## src/rtl/snoop_responder_pkg.sv

```systemverilog
// Shared cache types for the snoop responder: MESI encoding, snoop op/result
// encodings and default cache geometry.
package snoop_responder_pkg;

  localparam int DEF_D_WAYS    = 8;
  localparam int DEF_SETS      = 16384;
  localparam int DEF_TAG_WIDTH = 12;
  localparam int LINE_OFS      = 6;

  typedef enum logic [1:0] {
    MESI_M = 2'd0,
    MESI_E = 2'd1,
    MESI_S = 2'd2,
    MESI_I = 2'd3
  } mesi_state_t;

  typedef enum logic [1:0] {
    SNP_READ       = 2'd0,
    SNP_WRITE      = 2'd1,
    SNP_RWIM       = 2'd2,
    SNP_INVALIDATE = 2'd3
  } snoop_op_t;

  typedef enum logic [1:0] {
    RSP_HIT   = 2'd0,
    RSP_HITM  = 2'd1,
    RSP_NOHIT = 2'd2
  } snoop_rsp_t;

  typedef enum logic [2:0] {
    ST_IDLE    = 3'd0,
    ST_LOOKUP  = 3'd1,
    ST_COMPARE = 3'd2,
    ST_WB      = 3'd3,
    ST_UPDATE  = 3'd4,
    ST_RESP    = 3'd5
  } snp_fsm_t;

endpackage

```

## src/rtl/snoop_responder_way_match.sv

```systemverilog
// Combinational priority hit detector: a way hits when its tag matches and its
// state is not Invalid; the lowest-indexed hitting way wins.
module snoop_way_match
  import snoop_responder_pkg::*;
#(
  parameter int D_WAYS    = DEF_D_WAYS,
  parameter int TAG_WIDTH = DEF_TAG_WIDTH
) (
  input  logic [D_WAYS*TAG_WIDTH-1:0] i_tags,
  input  logic [D_WAYS*2-1:0]         i_states,
  input  logic [TAG_WIDTH-1:0]        i_tag,
  output logic                        o_hit,
  output logic [$clog2(D_WAYS)-1:0]   o_way,
  output mesi_state_t                 o_state
);

  localparam int WAY_W = $clog2(D_WAYS);

  logic [D_WAYS-1:0] w_way_hit;
  mesi_state_t       w_way_state [D_WAYS];

  genvar gi;
  generate
    for (gi = 0; gi < D_WAYS; gi++) begin : g_way
      assign w_way_state[gi] = mesi_state_t'(i_states[gi*2 +: 2]);
      assign w_way_hit[gi]   = (i_tags[gi*TAG_WIDTH +: TAG_WIDTH] == i_tag) &&
                               (w_way_state[gi] != MESI_I);
    end
  endgenerate

  // Scan from the top down so the lowest hitting way is the last one written.
  always_comb begin
    o_hit   = 1'b0;
    o_way   = '0;
    o_state = MESI_I;
    for (int i = D_WAYS - 1; i >= 0; i--) begin
      if (w_way_hit[i]) begin
        o_hit   = 1'b1;
        o_way   = WAY_W'(i);
        o_state = w_way_state[i];
      end
    end
  end

endmodule

```

## src/rtl/snoop_responder.sv

```systemverilog
// Snoop responder for the L1 data cache: looks up the snooped set, reports
// HIT/HITM/NOHIT, requests writeback of Modified data and updates MESI state.
module snoop_responder
  import snoop_responder_pkg::*;
#(
  parameter int D_WAYS    = DEF_D_WAYS,
  parameter int SETS      = DEF_SETS,
  parameter int TAG_WIDTH = DEF_TAG_WIDTH,
  parameter int CNT_W     = 32
) (
  input  logic                          clk,
  input  logic                          rst,
  input  logic                          snp_valid,
  output logic                          snp_ready,
  input  logic [1:0]                    snp_op,
  input  logic [31:0]                   snp_addr,
  output logic                          tag_rd_en,
  output logic [$clog2(SETS)-1:0]       tag_rd_set,
  input  logic [D_WAYS*TAG_WIDTH-1:0]   tag_rd_tag,
  input  logic [D_WAYS*2-1:0]           tag_rd_state,
  output logic                          st_wr_en,
  output logic [$clog2(SETS)-1:0]       st_wr_set,
  output logic [$clog2(D_WAYS)-1:0]     st_wr_way,
  output logic [1:0]                    st_wr_state,
  output logic                          wb_valid,
  input  logic                          wb_ready,
  output logic [31:0]                   wb_addr,
  output logic [$clog2(D_WAYS)-1:0]     wb_way,
  output logic                          rsp_valid,
  input  logic                          rsp_ready,
  output logic [1:0]                    rsp_result,
  output logic                          busy,
  output logic                          proto_err,
  output logic [CNT_W-1:0]              hit_cnt,
  output logic [CNT_W-1:0]              hitm_cnt,
  output logic [CNT_W-1:0]              nohit_cnt
);

  localparam int SET_W  = $clog2(SETS);
  localparam int WAY_W  = $clog2(D_WAYS);
  localparam int LINE_W = 32 - LINE_OFS;

  snp_fsm_t          r_state, w_state_next;
  snoop_op_t         r_op;
  logic [LINE_W-1:0] r_line;
  logic [WAY_W-1:0]  r_way;
  mesi_state_t       r_new_state;
  snoop_rsp_t        r_result;
  logic              r_change;
  logic [CNT_W-1:0]  r_hit_cnt, r_hitm_cnt, r_nohit_cnt;

  logic              w_accept;
  logic              w_unused_ofs;
  logic [SET_W-1:0]  w_set;
  logic [TAG_WIDTH-1:0] w_tag;
  logic              w_hit;
  logic [WAY_W-1:0]  w_hit_way;
  mesi_state_t       w_hit_state;
  mesi_state_t       w_new_state;
  snoop_rsp_t        w_result;
  logic              w_needs_wb;
  logic              w_proto;
  logic              w_change;

  assign w_accept     = snp_valid && snp_ready;
  assign w_unused_ofs = ^snp_addr[LINE_OFS-1:0];
  assign w_set        = r_line[SET_W-1:0];
  assign w_tag        = r_line[LINE_W-1 -: TAG_WIDTH];

  snoop_way_match #(
    .D_WAYS    (D_WAYS),
    .TAG_WIDTH (TAG_WIDTH)
  ) u_way_match (
    .i_tags   (tag_rd_tag),
    .i_states (tag_rd_state),
    .i_tag    (w_tag),
    .o_hit    (w_hit),
    .o_way    (w_hit_way),
    .o_state  (w_hit_state)
  );

  // Per-op MESI transition; evaluated while the read data is valid in COMPARE.
  always_comb begin
    w_result    = RSP_NOHIT;
    w_new_state = w_hit_state;
    w_needs_wb  = 1'b0;
    w_proto     = 1'b0;
    if (w_hit) begin
      case (r_op)
        SNP_READ: begin
          w_new_state = MESI_S;
          w_needs_wb  = (w_hit_state == MESI_M);
          w_result    = (w_hit_state == MESI_M) ? RSP_HITM : RSP_HIT;
        end
        SNP_RWIM: begin
          w_new_state = MESI_I;
          w_needs_wb  = (w_hit_state == MESI_M);
          w_result    = (w_hit_state == MESI_M) ? RSP_HITM : RSP_HIT;
        end
        SNP_INVALIDATE: begin
          w_result = RSP_HIT;
          if (w_hit_state == MESI_S) begin
            w_new_state = MESI_I;
          end else begin
            w_proto = 1'b1;
          end
        end
        default: begin
          w_proto = 1'b1;
        end
      endcase
    end
    w_change = w_hit && (w_new_state != w_hit_state);
  end

  always_ff @(posedge clk) begin
    if (rst) begin
      r_state <= ST_IDLE;
    end else begin
      r_state <= w_state_next;
    end
  end

  always_comb begin
    w_state_next = r_state;
    case (r_state)
      ST_IDLE:    if (w_accept) w_state_next = ST_LOOKUP;
      ST_LOOKUP:  w_state_next = ST_COMPARE;
      ST_COMPARE: w_state_next = w_needs_wb ? ST_WB : ST_UPDATE;
      ST_WB:      if (wb_ready) w_state_next = ST_UPDATE;
      ST_UPDATE:  w_state_next = ST_RESP;
      ST_RESP:    if (rsp_ready) w_state_next = ST_IDLE;
      default:    w_state_next = ST_IDLE;
    endcase
  end

  always_comb begin
    snp_ready = 1'b0;
    busy      = 1'b1;
    tag_rd_en = 1'b0;
    proto_err = 1'b0;
    wb_valid  = 1'b0;
    st_wr_en  = 1'b0;
    rsp_valid = 1'b0;
    case (r_state)
      ST_IDLE: begin
        snp_ready = 1'b1;
        busy      = 1'b0;
      end
      ST_LOOKUP:  tag_rd_en = 1'b1;
      ST_COMPARE: proto_err = w_proto;
      ST_WB:      wb_valid  = 1'b1;
      ST_UPDATE:  st_wr_en  = r_change;
      ST_RESP:    rsp_valid = 1'b1;
      default:    ;
    endcase
  end

  always_ff @(posedge clk) begin
    if (rst) begin
      r_op        <= SNP_READ;
      r_line      <= '0;
      r_way       <= '0;
      r_new_state <= MESI_M;
      r_result    <= RSP_HIT;
      r_change    <= 1'b0;
      r_hit_cnt   <= '0;
      r_hitm_cnt  <= '0;
      r_nohit_cnt <= '0;
    end else begin
      if (w_accept) begin
        r_op   <= snoop_op_t'(snp_op);
        r_line <= snp_addr[31:LINE_OFS];
      end
      if (r_state == ST_COMPARE) begin
        r_way       <= w_hit_way;
        r_new_state <= w_new_state;
        r_result    <= w_result;
        r_change    <= w_change;
      end
      // Statistics count on the response handshake and saturate at all-ones.
      if (r_state == ST_RESP && rsp_ready) begin
        case (r_result)
          RSP_HIT:  if (r_hit_cnt   != '1) r_hit_cnt   <= r_hit_cnt   + CNT_W'(1);
          RSP_HITM: if (r_hitm_cnt  != '1) r_hitm_cnt  <= r_hitm_cnt  + CNT_W'(1);
          default:  if (r_nohit_cnt != '1) r_nohit_cnt <= r_nohit_cnt + CNT_W'(1);
        endcase
      end
    end
  end

  assign tag_rd_set  = w_set;
  assign st_wr_set   = w_set;
  assign st_wr_way   = r_way;
  assign st_wr_state = r_new_state;
  assign wb_addr     = {r_line, {LINE_OFS{1'b0}}};
  assign wb_way      = r_way;
  assign rsp_result  = r_result;
  assign hit_cnt     = r_hit_cnt;
  assign hitm_cnt    = r_hitm_cnt;
  assign nohit_cnt   = r_nohit_cnt;

endmodule

```

## config.mk

```make
export PLATFORM = sky130hd
export DESIGN_NAME = snoop_responder
export DESIGN_NICKNAME = d
export VERILOG_FILES = /design/src/rtl/snoop_responder_pkg.sv /design/src/rtl/snoop_responder_way_match.sv /design/src/rtl/snoop_responder.sv
export SDC_FILE = /design/constraint.sdc
export NUM_CORES = 1
export LEC_CHECK = 0
export ABC_AREA = 1
export ABC_CLOCK_PERIOD_IN_PS = 3600
export BUFFER_PORTS_ARGS = -buffer_cell sky130_fd_sc_hd__buf_2
export CAP_MARGIN = 20
export CORE_ASPECT_RATIO = 0.7
export CORE_MARGIN = 3
export CORE_UTILIZATION = 53
export CTS_CLUSTER_SIZE = 14
export DETAILED_ROUTE_END_ITERATION = 10
export GPL_TIMING_DRIVEN = 1
export PLACE_DENSITY_LB_ADDON = 0.25
export REMOVE_ABC_BUFFERS = 1
export SLEW_MARGIN = 5
export SYNTH_ARGS = -nofsm -noshare
export SYNTH_HDL_FRONTEND = slang
export SYNTH_SLANG_ARGS = --single-unit
```

## constraint.sdc

```tcl
create_clock -name clk -period 3.6 [get_ports clk]
set_input_delay 0.72 -clock clk [delete_from_list [all_inputs] [get_ports clk]]
set_output_delay 0.72 -clock clk [all_outputs]
set_load 0.02 [all_outputs]
```

==> reports/results.tsv <==
stage	metric	value	unit
status	status	finished clean	
finish	area_delta_synth_final	24.54	%
routing	drc	0	
worst_setup_path	cp_max_fo	11	
logic_synthesis	ys_warn_count	0	
placement	port-buffer-count	311	
worst_setup_path	cp.arrival	2.72	ns
timing	max_freq	290.4	MHz
timing	post-route-period-util	95.64	%
pwr	swShare	32.19	%
logic_synthesis	synthCells	1354	
timing	setup_viol	0	
worst_setup_path	worstSetupStartpointType	register	
finish	final_layout_size_suffix_gt1_share	24.57	%
clock_tree	ctsRootBufferMaster	clkbuf_16	
clock_tree	insertion_delay	0.42	ns
worst_setup_path	cp-startpoint	r_line[14]$_SDFFE_PP0P_	
timing	slew_headroom	36.56	%
worst_setup_path	rr_worst_depth	13	
logic_synthesis	ys_top_cells_by_area	dfxtp_1 31%, nand2_1 15%, inv_1 7.5%, nor2_1 6.5%, a21oi_1 6.2%	
logic_synthesis	ys_types	51	
logic_synthesis	yosysSeqAreaShare	31.40	%
logic_synthesis	avgSynthCellArea	6.358	sq um
logic_synthesis	synth_compound_area_share	13.74	%
logic_synthesis	synth_top_cell_by_area	dfxtp_1	
logic_synthesis	synth_most_common_cell	nand2_1	
routing	viasPerCell	5.344	
worst_setup_path	endpoint_kind	output port	
die	io_pins	324	
logic_synthesis	ys.flop_type	dfxtp_1	
worst_setup_path	required	2.88	ns
timing	clock_skew	0.01285	ns
clock_tree	cts_num_sinks	135	
global_route	grt_pass1_wl	44790	um
pwr	combPwrFrac	20.6	%
finish	fin_nets	1785	
logic_synthesis	synth_common_cells	344 x nand2_1, 173 x inv_1, 148 x nor2_1	
logic_synthesis	async_flop_share	0	%
timing	layout_min_cycle_time	3.443	ns
pwr	power	4.189	mW
placement	place_congestion	0.9773	
run	max_cap_violations	0	
timing	hold_viol	0	
logic_synthesis	synth_top_family_by_area	simple AND/OR/NAND/NOR gates	
routing	drt-total-wl	28950	um
global_route	grt.total_usage	31.51	%
worst_setup_path	r2r_end	nohit_cnt[17]$_SDFFE_PP0P_	
global_route	grt_overflow	0	
worst_setup_path	critPathCapture	proto_err	
die	initial_core_util	54.86	%
global_route	grt_antenna_before_repair	5	
clock_tree	cts_tree	yes	
die	num_rows	38	
logic_synthesis	synth_simple_gate_area_share	34.80	%
placement	hpwl	22510	um
logic_synthesis	mappedNetlistArea	8608	sq um
global_route	grt_max_degree	67	
timing	tightest_slew	0.9516	ns
logic_synthesis	ys_seq_elements	135	
pwr	clkPwrFrac	40.5	%
timing	finalWorstSetupSlack	0.1570	ns
clock_tree	htree_levels	4	
pwr	power_density	390.8	nW/um^2
hold_path	min_path_type	reg2reg	
logic_synthesis	synth_mux_area_share	0	%
routing	vias	9897	
clock_tree	clockBufferDepth	2	
hold_path	min_from	hitm_cnt[16]$_SDFFE_PP0P_	
routing	ant_nets	0	
routing	wl_per_cell	15.63	um
die	die_w	158.3	um
worst_setup_path	crit_type	reg2out	
logic_synthesis	synth_edf_count	0	
pwr	p_sw	1.349	mW
pwr	leakage	5.066	nW
die	die_h	112.6	um
worst_setup_path	r2r-start	r_state[2]$_SDFFE_PP0P_	
die	core_area	15690	sq um
die	die-area	17830	sq um
logic_synthesis	synth_xor_area_share	6.715	%
finish	postLayoutCoreUtil	68.33	%
routing	dr.pass1.iters	7	
routing	first_iter_violations	1099	
logic_synthesis	synth_fa_ha_area_share	0.4360	%
clock_tree	path_clk_slew	0.06	ns
placement	post-place-ws	0.4438	ns
pwr	p_int	2.841	mW
pwr	vdd_drop_max	0.3052	mV
global_route	first_global_vias	8525	
timing	fin_hold_ws	0.4700	ns
clock_tree	cts_buffers	17	
pwr	p_seq_share	39.0	%
logic_synthesis	yosysTopAreaCellShare	31.40	%
worst_setup_path	reg2reg_slack	0.81	ns
placement	dpl_cell_area	10100	sq um
timing	slew_violations	0	
finish	fin_area	10720	sq um
-- cell families (layout without fill, tap and decap cells) --
logic type / after synthesis / count (layout)
AOI/OAI and AO/OA: 218 / 218
other: 1 / 14
DFF: 135 / 135
adders and majority gates: 3 / 3
buffers and inverters: 254 / 539
and+or+nand+nor: 677 / 677
xor gates and xnor gates: 66 / 66
-- final cells by class --
cell class / count / area (sq um)
clock inverter: 13 / 121.4
timing repair buffer: 325 / 1668
clock buffer: 19 / 442.9
sequential: 135 / 2714
multi-input combinational: 970 / 4816
tap: 200 / 250.2
inverter: 182 / 688.2
antenna: 8 / 20.02
fill: 1420 / 4970
-- through the flow --
stage / setup TNS [ns] / cells
CTS: 0 / 1842
floorplan: 0 / 1287
detailed placement: 0 / 1810
global placement: 0 / 1810
finish: 0 / 1852
global route: -0.004720 / 1847
-- layer usage --
| layer | up-vias | share of wire, % | track usage (%) |
|---|---|---|---|
| li1 | 4894 | - | - |
| met1 | 4471 | 44 | 46.49 |
| met2 | 478 | 43 | 47.65 |
| met3 | 52 | 10 | 4.624 |
| met4 | 2 | 2.2 | 9.284 |
| met5 | - | 0.045 | 0 |
-- worst max-delay path: stages (launching register included) --
cell and delay, ns:
dfxtp_4 0.43, clkinvlp_4 0.19, nand2_1 0.11, nand2_1 0.05, nor2_1 0.12, nand2_1 0.07, nor2_1 0.16, nand2_1 0.15
nand2_1 0.12, nor2_1 0.05, nand2_1 0.05, nand2_1 0.05, nand2_1 0.06, nand2_1 0.06, nand2_1 0.10, nor3_1 0.06
nor3_1 0.24, buf_4 0.21
-- placed cells by master, fill, tap and decap left out, types with 8 or more instances in the layout --
master / Yosys / routed
nand2_1: 344 / 344
buf_2: 12 / 310
inv_1: 173 / 171
nor2_1: 148 / 148
dfxtp_1: 135 / 128
a21oi_1: 107 / 107
o21ai_0: 73 / 73
nor3_1: 54 / 54
nand3_1: 54 / 54
xnor2_1: 35 / 35
xor2_1: 31 / 31
nand4_1: 27 / 27
clkbuf_16: 0 / 17
buf_4: 37 / 14
nor4_1: 13 / 13
o21a_1: 10 / 10
inv_2: 8 / 9
diode_2: 0 / 8
-- how the worst min path moves through the flow --
stage                                           end  slack (ns)  cells past startpoint
after CTS                     r_change$_SDFFE_PP0N_        0.47                      2
after floorplan               r_change$_SDFFE_PP0N_        0.44                      2
after global routing      hitm_cnt[16]$_SDFFE_PP0P_        0.50                      1
final                     hitm_cnt[16]$_SDFFE_PP0P_        0.47                      1
after detailed placement      r_change$_SDFFE_PP0N_        0.46                      2
after global placement        r_change$_SDFFE_PP0N_        0.46                      2
-- power groups by stage --
| stage | Combinational (mW) | Sequential (mW) | Clock, mW |
|---|---|---|---|
| after floorplan | 0.381 | 1.76 | 0 |
| after global placement | 0.826 | 1.66 | 0 |
| after detailed placement | 0.838 | 1.66 | 0 |
| after CTS | 0.843 | 1.63 | 1.71 |
| after global routing | 0.936 | 1.64 | 1.78 |
| final | 0.861 | 1.63 | 1.70 |
-- sequential cells by signal, indices dropped and copies added (netlist names) --
name and count:
r_state 3, st_wr_state 2, nohit_cnt 32, r_change 1, r_line 26, rsp_result 2
st_wr_way 3, hit_cnt 32, r_op 2, hitm_cnt 32
-- what timing repair did --
| action | 4_1_cts | 5_1_grt |
|---|---|---|
| buffers inserted | 0 | 2 |
| resized for setup | 0 | 11 |
| endpoints found under the setup margin | 0 | 1 |
| hold buffers | 0 | 0 |
(Power assumes the default switching activity.)
